$ cat src/rtl/if_fetch_unit.sv
`default_nettype none
// ============================================================================
// Module   : if_fetch_unit
// Purpose  : Instruction-fetch stage. Owns the PC, issues one request at a
//            time to instruction memory over a req/ack handshake, presents
//            each fetched word and its PC to the IF/ID register, absorbs
//            stalls with a 1-entry skid buffer and handles redirects,
//            including redirects that hit a request already in flight.
// Ports    : clk_i, rst_i            clock, synchronous active-high reset
//            stall_i, MemStall_i     hazard / data-memory stalls (IF/ID hold)
//            flush_i, target_i       redirect request and new PC
//            imem_req_o, imem_addr_o instruction-memory request and address
//            imem_ack_i, imem_data_i memory response
//            instr_o, PC_o           offer to IF/ID (0/0 = bubble)
//            fetch_cnt_o, drop_cnt_o performance counters (IF_PERF_EN only)
// Config   : define IF_PERF_EN to add the accepted/discarded ack counters.
// Revision : 1.0 - initial release
// ============================================================================
module if_fetch_unit #(
    parameter logic [31:0] RESET_PC = 32'h0000_0000,
    parameter logic [31:0] PC_INC   = 32'd4
) (
    input  logic        clk_i,
    input  logic        rst_i,
    input  logic        stall_i,
    input  logic        MemStall_i,
    input  logic        flush_i,
    input  logic [31:0] target_i,
    output logic        imem_req_o,
    output logic [31:0] imem_addr_o,
    input  logic        imem_ack_i,
    input  logic [31:0] imem_data_i,
    output logic [31:0] instr_o,
    output logic [31:0] PC_o
`ifdef IF_PERF_EN
    ,
    output logic [31:0] fetch_cnt_o,
    output logic [15:0] drop_cnt_o
`endif
);

    localparam logic [1:0] c_ST_FETCH = 2'd0;
    localparam logic [1:0] c_ST_IDLE  = 2'd1;
    localparam logic [1:0] c_ST_DROP  = 2'd2;

    logic [1:0]  r_state;
    logic [31:0] r_pc;
    logic [31:0] r_addr;
    logic [31:0] r_offer_instr;
    logic [31:0] r_offer_pc;
    logic        r_skid_vld;
    logic [31:0] r_skid_instr;
    logic [31:0] r_skid_pc;

    logic        w_consume;
    logic        w_ack;
    logic        w_offer_empty;
    logic [31:0] w_pc_inc;

    // The request is forced low while reset is asserted so that a reset in
    // the middle of a transaction abandons it immediately.
    assign imem_req_o    = ~rst_i & (r_state != c_ST_IDLE);
    assign imem_addr_o   = rst_i ? 32'h0 : r_addr;
    assign instr_o       = r_offer_instr;
    assign PC_o          = r_offer_pc;

    assign w_consume     = ~stall_i & ~MemStall_i;
    assign w_ack         = imem_req_o & imem_ack_i;
    // A fetched all-zero word is treated as a bubble (it is a NOP anyway).
    assign w_offer_empty = (r_offer_instr == 32'h0);
    assign w_pc_inc      = r_pc + PC_INC;

    always_ff @(posedge clk_i) begin
        if (rst_i) begin
            r_state       <= c_ST_FETCH;
            r_pc          <= RESET_PC;
            r_addr        <= RESET_PC;
            r_offer_instr <= 32'h0;
            r_offer_pc    <= 32'h0;
            r_skid_vld    <= 1'b0;
            r_skid_instr  <= 32'h0;
            r_skid_pc     <= 32'h0;
        end else if (flush_i) begin
            r_offer_instr <= 32'h0;
            r_offer_pc    <= 32'h0;
            r_skid_vld    <= 1'b0;
            r_skid_instr  <= 32'h0;
            r_skid_pc     <= 32'h0;
            r_pc          <= target_i;
            case (r_state)
                c_ST_FETCH: begin
                    if (w_ack) begin
                        // Response arrived with the redirect: drop it and
                        // launch the target fetch straight away.
                        r_addr <= target_i;
                    end else begin
                        // Response still owed for the stale address; keep
                        // the request up until it arrives, then discard it.
                        r_state <= c_ST_DROP;
                    end
                end
                c_ST_IDLE: begin
                    r_state <= c_ST_FETCH;
                    r_addr  <= target_i;
                end
                c_ST_DROP: begin
                    r_state <= c_ST_DROP;
                end
                default: begin
                    r_state <= c_ST_FETCH;
                    r_addr  <= target_i;
                end
            endcase
        end else if (w_ack && (r_state == c_ST_DROP)) begin
            // Stale response discarded; offer and skid are already empty
            // since the redirect, so there is nothing to advance.
            r_state <= c_ST_FETCH;
            r_addr  <= r_pc;
        end else if (w_ack) begin
            r_pc <= w_pc_inc;
            if (w_offer_empty || w_consume) begin
                if (r_skid_vld) begin
                    r_offer_instr <= r_skid_instr;
                    r_offer_pc    <= r_skid_pc;
                    r_skid_instr  <= imem_data_i;
                    r_skid_pc     <= r_addr;
                    r_state       <= c_ST_IDLE;
                end else begin
                    r_offer_instr <= imem_data_i;
                    r_offer_pc    <= r_addr;
                    r_state       <= c_ST_FETCH;
                    r_addr        <= w_pc_inc;
                end
            end else begin
                r_skid_vld   <= 1'b1;
                r_skid_instr <= imem_data_i;
                r_skid_pc    <= r_addr;
                r_state      <= c_ST_IDLE;
            end
        end else if (w_consume) begin
            r_offer_instr <= r_skid_vld ? r_skid_instr : 32'h0;
            r_offer_pc    <= r_skid_vld ? r_skid_pc    : 32'h0;
            r_skid_vld    <= 1'b0;
            if (r_state == c_ST_IDLE) begin
                r_state <= c_ST_FETCH;
                r_addr  <= r_pc;
            end
        end
    end

`ifdef IF_PERF_EN
    always_ff @(posedge clk_i) begin
        if (rst_i) begin
            fetch_cnt_o <= 32'h0;
            drop_cnt_o  <= 16'h0;
        end else if (w_ack) begin
            if (flush_i || (r_state == c_ST_DROP)) begin
                drop_cnt_o <= drop_cnt_o + 16'd1;
            end else begin
                fetch_cnt_o <= fetch_cnt_o + 32'd1;
            end
        end
    end
`endif

endmodule
`default_nettype wire

$ cat config.mk
export PLATFORM = sky130hd
export DESIGN_NAME = if_fetch_unit
export DESIGN_NICKNAME = d
export VERILOG_FILES = /design/src/rtl/if_fetch_unit.sv
export SDC_FILE = /design/constraint.sdc
export NUM_CORES = 1
export LEC_CHECK = 0
export BUFFER_PORTS_ARGS = -buffer_cell sky130_fd_sc_hd__buf_2
export CAP_MARGIN = 15
export CORE_MARGIN = 8
export CORE_UTILIZATION = 40
export CTS_CLUSTER_DIAMETER = 100
export DETAILED_ROUTE_END_ITERATION = 12
export MAX_ROUTING_LAYER = met4
export PLACE_DENSITY = 0.73
export SLEW_MARGIN = 20
export SYNTH_ARGS = -nofsm -noshare
export SYNTH_HDL_FRONTEND = slang
export SYNTH_SLANG_ARGS = --single-unit
$ cat constraint.sdc
create_clock -name clk_i -period 4.7 [get_ports clk_i]
set_input_delay 1.175 -clock clk_i [delete_from_list [all_inputs] [get_ports clk_i]]
set_output_delay 1.175 -clock clk_i [all_outputs]
set_load 0.1 [all_outputs]
==> results of run 1 <==
-- flip-flops by register name, summed over array words and instances, names as in the netlist --
name and cells:
r_state 2, PC_o 32, r_skid_pc 32, r_addr 32, r_pc 32, instr_o 32
r_skid_vld 1, r_skid_instr 32
-- power groups by stage --
| stage | registers, mW | logic, mW | clock network [mW] |
|---|---|---|---|
| finish | 1.77 | 0.665 | 1.57 |
| global route | 1.78 | 0.713 | 1.68 |
| CTS | 1.77 | 0.668 | 1.60 |
| detailed placement | 1.81 | 0.666 | 0 |
| global placement | 1.81 | 0.661 | 0 |
| floorplan | 1.96 | 0.345 | 0 |
-- stage by stage --
step | power (mW) | util | instances | hold WS, ns
after floorplan | 2.31 | - | 919 | 0.456
final | 4.01 | 0.485 | 1331 | 0.497
after detailed placement | 2.48 | 0.454 | 1301 | 0.480
after global routing | 4.17 | 0.485 | 1331 | 0.522
after CTS | 4.04 | 0.485 | 1331 | 0.499
after global placement | 2.47 | 0.454 | 1301 | 0.472
-- worst paths after layout --
check | from | endpoint | slack [ns] | cells after the start
hold / removal | PC_o[30] | PC_o[30] | 0.50 | 2
setup / recovery | rst_i | imem_addr_o[24] | 1.02 | 3
hold reg to reg | PC_o[30] | PC_o[30] | 0.50 | 2
setup reg to reg | r_pc[7] | r_addr[25] | 1.91 | 6
-- cells in the final DEF, fill, tap and decap left out, types with 6 or more instances in the layout --
cell type	n
nor3_1	25
nor4_1	12
buf_4	9
buf_2	166
nand3_1	11
a22oi_1	64
dfxtp_1	194
nand4_1	7
nand2_1	43
a211oi_1	66
nor2_1	168
and2_1	7
mux2i_1	77
nor2b_1	41
clkbuf_16	17
inv_1	11
o2bb2ai_1	11
xor2_1	18
o21ai_0	10
xnor2_1	6
a21oi_1	18
-- cell type report --
cell class	count	area [µm²]
clock buffers	20	467
clock inverters	10	170
fillers	1969	10700
inverters	11	41.3
multi-input cells	640	4140
flip-flops and latches	195	3910
well taps	275	344
repair buffers	180	998
-- logic make-up after synthesis --
family,count (synthesis),share of synthesized area
compound gates,195,0.172
xor+xnor,26,0.0291
fa+ha+maj,1,0.00150
buf+inv,84,0.0418
flops,195,0.467
mux,77,0.0923
simple gates,341,0.196
-- critical path: cells and delay by family --
family / cells / cell delay [ns]
buffers and inverters: 2 / 1.10
AND/OR/NAND/NOR: 1 / 0.21
-- metal layers --
layer  part of all wire  wire length [µm]  vias up  track usage
li1                   -                 -     3561            -
met1               0.47             10800     3406        0.239
met2               0.46             10600      232        0.279
met3              0.059              1350       11       0.0417
met4             0.0061               140        0       0.0348
met5                  0                 0        -            -
==> flow_summary.yaml, run 1 <==
detailed_routing:
  ant_nets: 0
  wl_per_cell_um: 17.2
  drt_first_pass_iters: 5
  drcViolationCount: 0
  avgViaCountPerCell: 5.42
  drt_iter0_drc: 524
  vias: 7210
  totalWireLength_um: 22800
die:
  start_util: 0.402
  die_width_um: 161
  fp.dieH_um: 161
  core_um2: 20800
  io_pins: 167
  fp.dieArea_um2: 25800
  rows: 53
clock_tree:
  clock-root-buffer: "clkbuf_16"
  cts_resized: 0
  cts_max_level: 4
  cts.path.max_buffers: 2
  insertion_delay_ns: 0.42
  cts_tree: "yes"
  post_cts_buffers: 0
  postCtsHoldBufs: 0
  cts_sinks: 195
  clk_pin_slew_ns: 0.06
  cts_made_buffers: 17
logic_synthesis:
  synth_edf_count: 0
  async_flop_share: 0
  ys_seq_elements: 195
  synth_area_per_cell_um2: 9.09
  yosysMostFrequentCell: "dfxtp_1"
  ys.flop_type: "dfxtp_1"
  synthTopCellsByCount: "dfxtp_1 (195), nor2_1 (169), mux2i_1 (77), a211oi_1 (66), a22oi_1 (64)"
  ys_types: 53
  yosys_warnings: 0
  synth_top_area_share: 0.467
  synth_top_cell_by_area: "dfxtp_1"
  synth_area_leaders: "dfxtp_1 (47%), mux2i_1 (9.2%), nor2_1 (7.6%)"
  syn_inst: 919
  seq_area_frac_synth: 0.467
  syn_nets: 990
  netlist_area_um2: 8350
layout:
  final_layout_size_suffix_gt1_frac: 0.215
  fin_nets: 1116
  fin_area_um2: 10100
  area_growth_pct: 20.5
  antenna_cells: 0
sta:
  skew_ns: 0.0137
  max_freq_mhz: 272
  finalSetupViolCount: 0
  layout_setup_ws_ns: 1.02
  period_share: 0.783
  rsz0062_at_grt: "no"
  maxSlewHeadroom: 0.342
  finalHoldViolCount: 0
  fin_tns_setup_ns: 0
  maxSlewViolCount: 0
  finalCriticalPeriod_ns: 3.68
  tightest_slew_ns: 0.987
critical_path:
  worstSetupPathType: "primary input to primary output"
  crit_path_end_kind: "primary output"
  required_ns: 3.52
  crit_arrival_ns: 2.51
  critical_path.max_stage_delay_ns: 0.74
  start_kind: "primary input"
  cp_slowest_cell: "buf_2"
  crit_top_cell: "buf_2"
  path_max_fanout: 55
  crit_chain: "buf_2 -> nor2b_1 -> buf_2"
pwr:
  netSwitchingPower_mw: 1.18
  p_leak_nw: 3.91
  power.density_nw_per_um2: 399
  peakVddDrop_mv: 0.239
  p_comb_frac: 0.166
  p_clk_frac: 0.392
  power_frac_seq: 0.442
  sw_frac_of_total: 0.295
  intPower_mw: 2.83
placement:
  hpwl_um: 16200
  port_buffers: 166
  pre_cts_ws_ns: 0.854
  place.gp.congestion: 0.899
  place_area_um2: 9430
worst_hold_path:
  hold_class: "flop to flop"
run_status:
  status: "finished, final reports clean"
global_route:
  grt_pass1_wl_um: 37200
  track_usage: 0.181
  grt_pass1_vias: 6898
  antenna_found_initial: 1
  grt_overflow: 0
  grt_max_degree: 65
job:
  drv_cap: 0
No activity file was read; power rests on OpenSTA's default activity.
==> inputs of run 2 (changes only) <==
--- a/config.mk
+++ b/config.mk
@@ -12,7 +12,7 @@
 export CTS_CLUSTER_DIAMETER = 100
 export DETAILED_ROUTE_END_ITERATION = 12
 export MAX_ROUTING_LAYER = met4
-export PLACE_DENSITY = 0.73
+export PLACE_DENSITY = 0.75
 export SLEW_MARGIN = 20
 export SYNTH_ARGS = -nofsm -noshare
 export SYNTH_HDL_FRONTEND = slang
==> constraint.sdc (replaced) <==
create_clock -name clk_i -period 3.2 [get_ports clk_i]
set_input_delay 0.8 -clock clk_i [delete_from_list [all_inputs] [get_ports clk_i]]
set_output_delay 0.8 -clock clk_i [all_outputs]
set_load 0.1 [all_outputs]
==> run 2 against run 1 <==
  * Die area unchanged
  * Combinational power increased by 47%
  * Clock skew decreased by 0.0027 ns
  * Setup slack got worse by 0.49 ns
  * Non-clock buffer count increased by 2
  * Cell count increased by 0.30%
  * Global-route usage decreased by 0.41 points
  * Wire length decreased by 1.3%
  * First-iteration DRC count decreased by 2.7%
  * Total power increased by 43%
  * Final area increased by 0.11%
==> flow_summary.yaml, run 2 (same netlist as run 1, synthesis figures left out) <==
die:
  rows: 53
  start_util: 0.402
  core_um2: 20800
  fp.dieH_um: 161
  io_pins: 167
  die_width_um: 161
  fp.dieArea_um2: 25800
layout:
  fin_nets: 1118
  final_layout_size_suffix_gt1_frac: 0.234
  antenna_cells: 0
  area_growth_pct: 20.6
  regArea_um2: 3910
  layout_commonest_cell: "dfxtp_1"
  fillCellCount: 1965
  multi_input_area_um2: 4180
  mostFrequentLayoutCells: "dfxtp_1 (194), nor2_1 (167), buf_2 (166)"
  finalNonFillerCells: 1335
job:
  drv_cap: 0
worst_hold_path:
  hold_class: "flop to flop"
detailed_routing:
  drcViolationCount: 0
  wl_per_cell_um: 16.9
  vias: 7122
  drt_iter0_drc: 510
  drt_first_pass_iters: 5
  avgViaCountPerCell: 5.33
  totalWireLength_um: 22500
  ant_nets: 0
sta:
  fin_tns_setup_ns: 0
  period_share: 0.836
  finalHoldViolCount: 0
  layout_setup_ws_ns: 0.526
  finalSetupViolCount: 0
  finalCriticalPeriod_ns: 2.67
  rsz0062_at_grt: "no"
  max_freq_mhz: 374
  maxSlewHeadroom: 0.622
  tightest_slew_ns: 0.567
  skew_ns: 0.0110
  maxSlewViolCount: 0
  fin_hold_ws_ns: 0.497
clock_tree:
  insertion_delay_ns: 0.43
  cts.path.max_buffers: 2
  cts_sinks: 195
  post_cts_buffers: 0
  cts_made_buffers: 17
  clk_pin_slew_ns: 0.07
  clock-root-buffer: "clkbuf_16"
  cts_max_level: 4
  cts_resized: 0
  postCtsHoldBufs: 0
  cts_tree: "yes"
critical_path:
  r2r_slack_ns: 0.54
  cp_slowest_cell: "buf_2"
  cp.depth: 4
  crit_top_cell: "buf_2"
  endpoint: "imem_addr_o[13]"
  critical_path.max_stage_delay_ns: 0.47
  worstReg2RegEnd: "r_addr[18]"
  path_max_fanout: 37
  r2r-start: "instr_o[11]"
  required_ns: 2.40
  start_kind: "primary input"
  reg2reg_depth: 6
  cp_num_buf_inv: 3
  crit_arrival_ns: 1.87
  worstSetupPathType: "primary input to primary output"
  cp_top_family: "buffers and inverters"
  setup.worst_path.start: "rst_i"
  crit_path_end_kind: "primary output"
  crit_chain: "buf_2 -> buf_12 -> nor2b_1 -> buf_2"
pwr:
  p_comb_frac: 0.171
  netSwitchingPower_mw: 1.83
  power.density_nw_per_um2: 567
  power_mw: 5.72
  p_clk_frac: 0.373
  peakVddDrop_mv: 0.317
  p_leak_nw: 3.89
  intPower_mw: 3.89
  sw_frac_of_total: 0.320
  power_frac_seq: 0.455
global_route:
  grt_max_degree: 129
  met3_usage: 0.0397
  track_usage: 0.177
  grt_overflow: 0
  grt_busiest_layer: "met2"
  grt_pass1_wl_um: 36500
  use_met1: 0.231
  grt_pass1_vias: 7026
  antenna_found_initial: 0
  grt_util_met2: 0.266
placement:
  dp.cells: 1303
  hpwl_um: 16000
  pre_cts_ws_ns: 0.215
  port_buffers: 166
  place.gp.congestion: 0.875
run_status:
  status: "finished, final reports clean"
==> run 2: cell count changes in the layout (fill, tap and decap cells not counted) <==
cell	before	now
nor2b_1	41	25
nor2b_2	0	16
inv_8	1	5
bufinv_16	4	1
clkbuf_8	3	0
buf_4	9	11
clkinvlp_4	1	3
clkinv_4	1	2
clkinv_8	0	1
nor2_1	168	167
nor2_2	0	1
==> run 2: through the flow <==
step                 util  instance area, µm²
finish              0.485               10100
global route        0.485               10100
CTS                 0.485               10100
detailed placement  0.457                9490
global placement    0.457                9490
floorplan               -                8400
==> run 2: cell type report <==
| class | instances | area share |
|---|---|---|
| clock buffers | 17 | 0.0422 |
| clock inverters | 15 | 0.0164 |
| flip-flops and latches | 195 | 0.388 |
| multi-input cells | 640 | 0.415 |
| inverters | 11 | 0.00410 |
| repair buffers | 182 | 0.101 |
| well taps | 275 | 0.0341 |
==> run 2: worst min path at each step <==
stage / startpoint / end / cells past startpoint
finish: PC_o[19] / PC_o[19] / 2
global route: r_skid_instr[8] / r_skid_instr[8] / 2
CTS: PC_o[19] / PC_o[19] / 2
detailed placement: r_skid_instr[22] / r_skid_instr[22] / 2
global placement: r_skid_pc[19] / r_skid_pc[19] / 2
floorplan: r_pc[0] / r_pc[0] / 2
==> run 2: layer usage <==
metal,vias up,part of all wire
met5,-,0
met4,0,0.017
met3,28,0.060
met2,222,0.45
met1,3321,0.47
li1,3551,-
==> run 2: worst min-delay path, delay by kind of cell (launching register included) <==
kind,cells,cell delay (ns)
compound gates,1,0.05
flops,1,0.31
simple gates,1,0.09
==> run 2: power groups by stage <==
stage	combinational, mW	sequential (mW)	clock (mW)
after floorplan	0.510	2.88	0
after global placement	0.973	2.66	0
after detailed placement	0.982	2.66	0
after CTS	0.984	2.60	2.19
after global routing	1.05	2.61	2.28
final	0.980	2.60	2.13
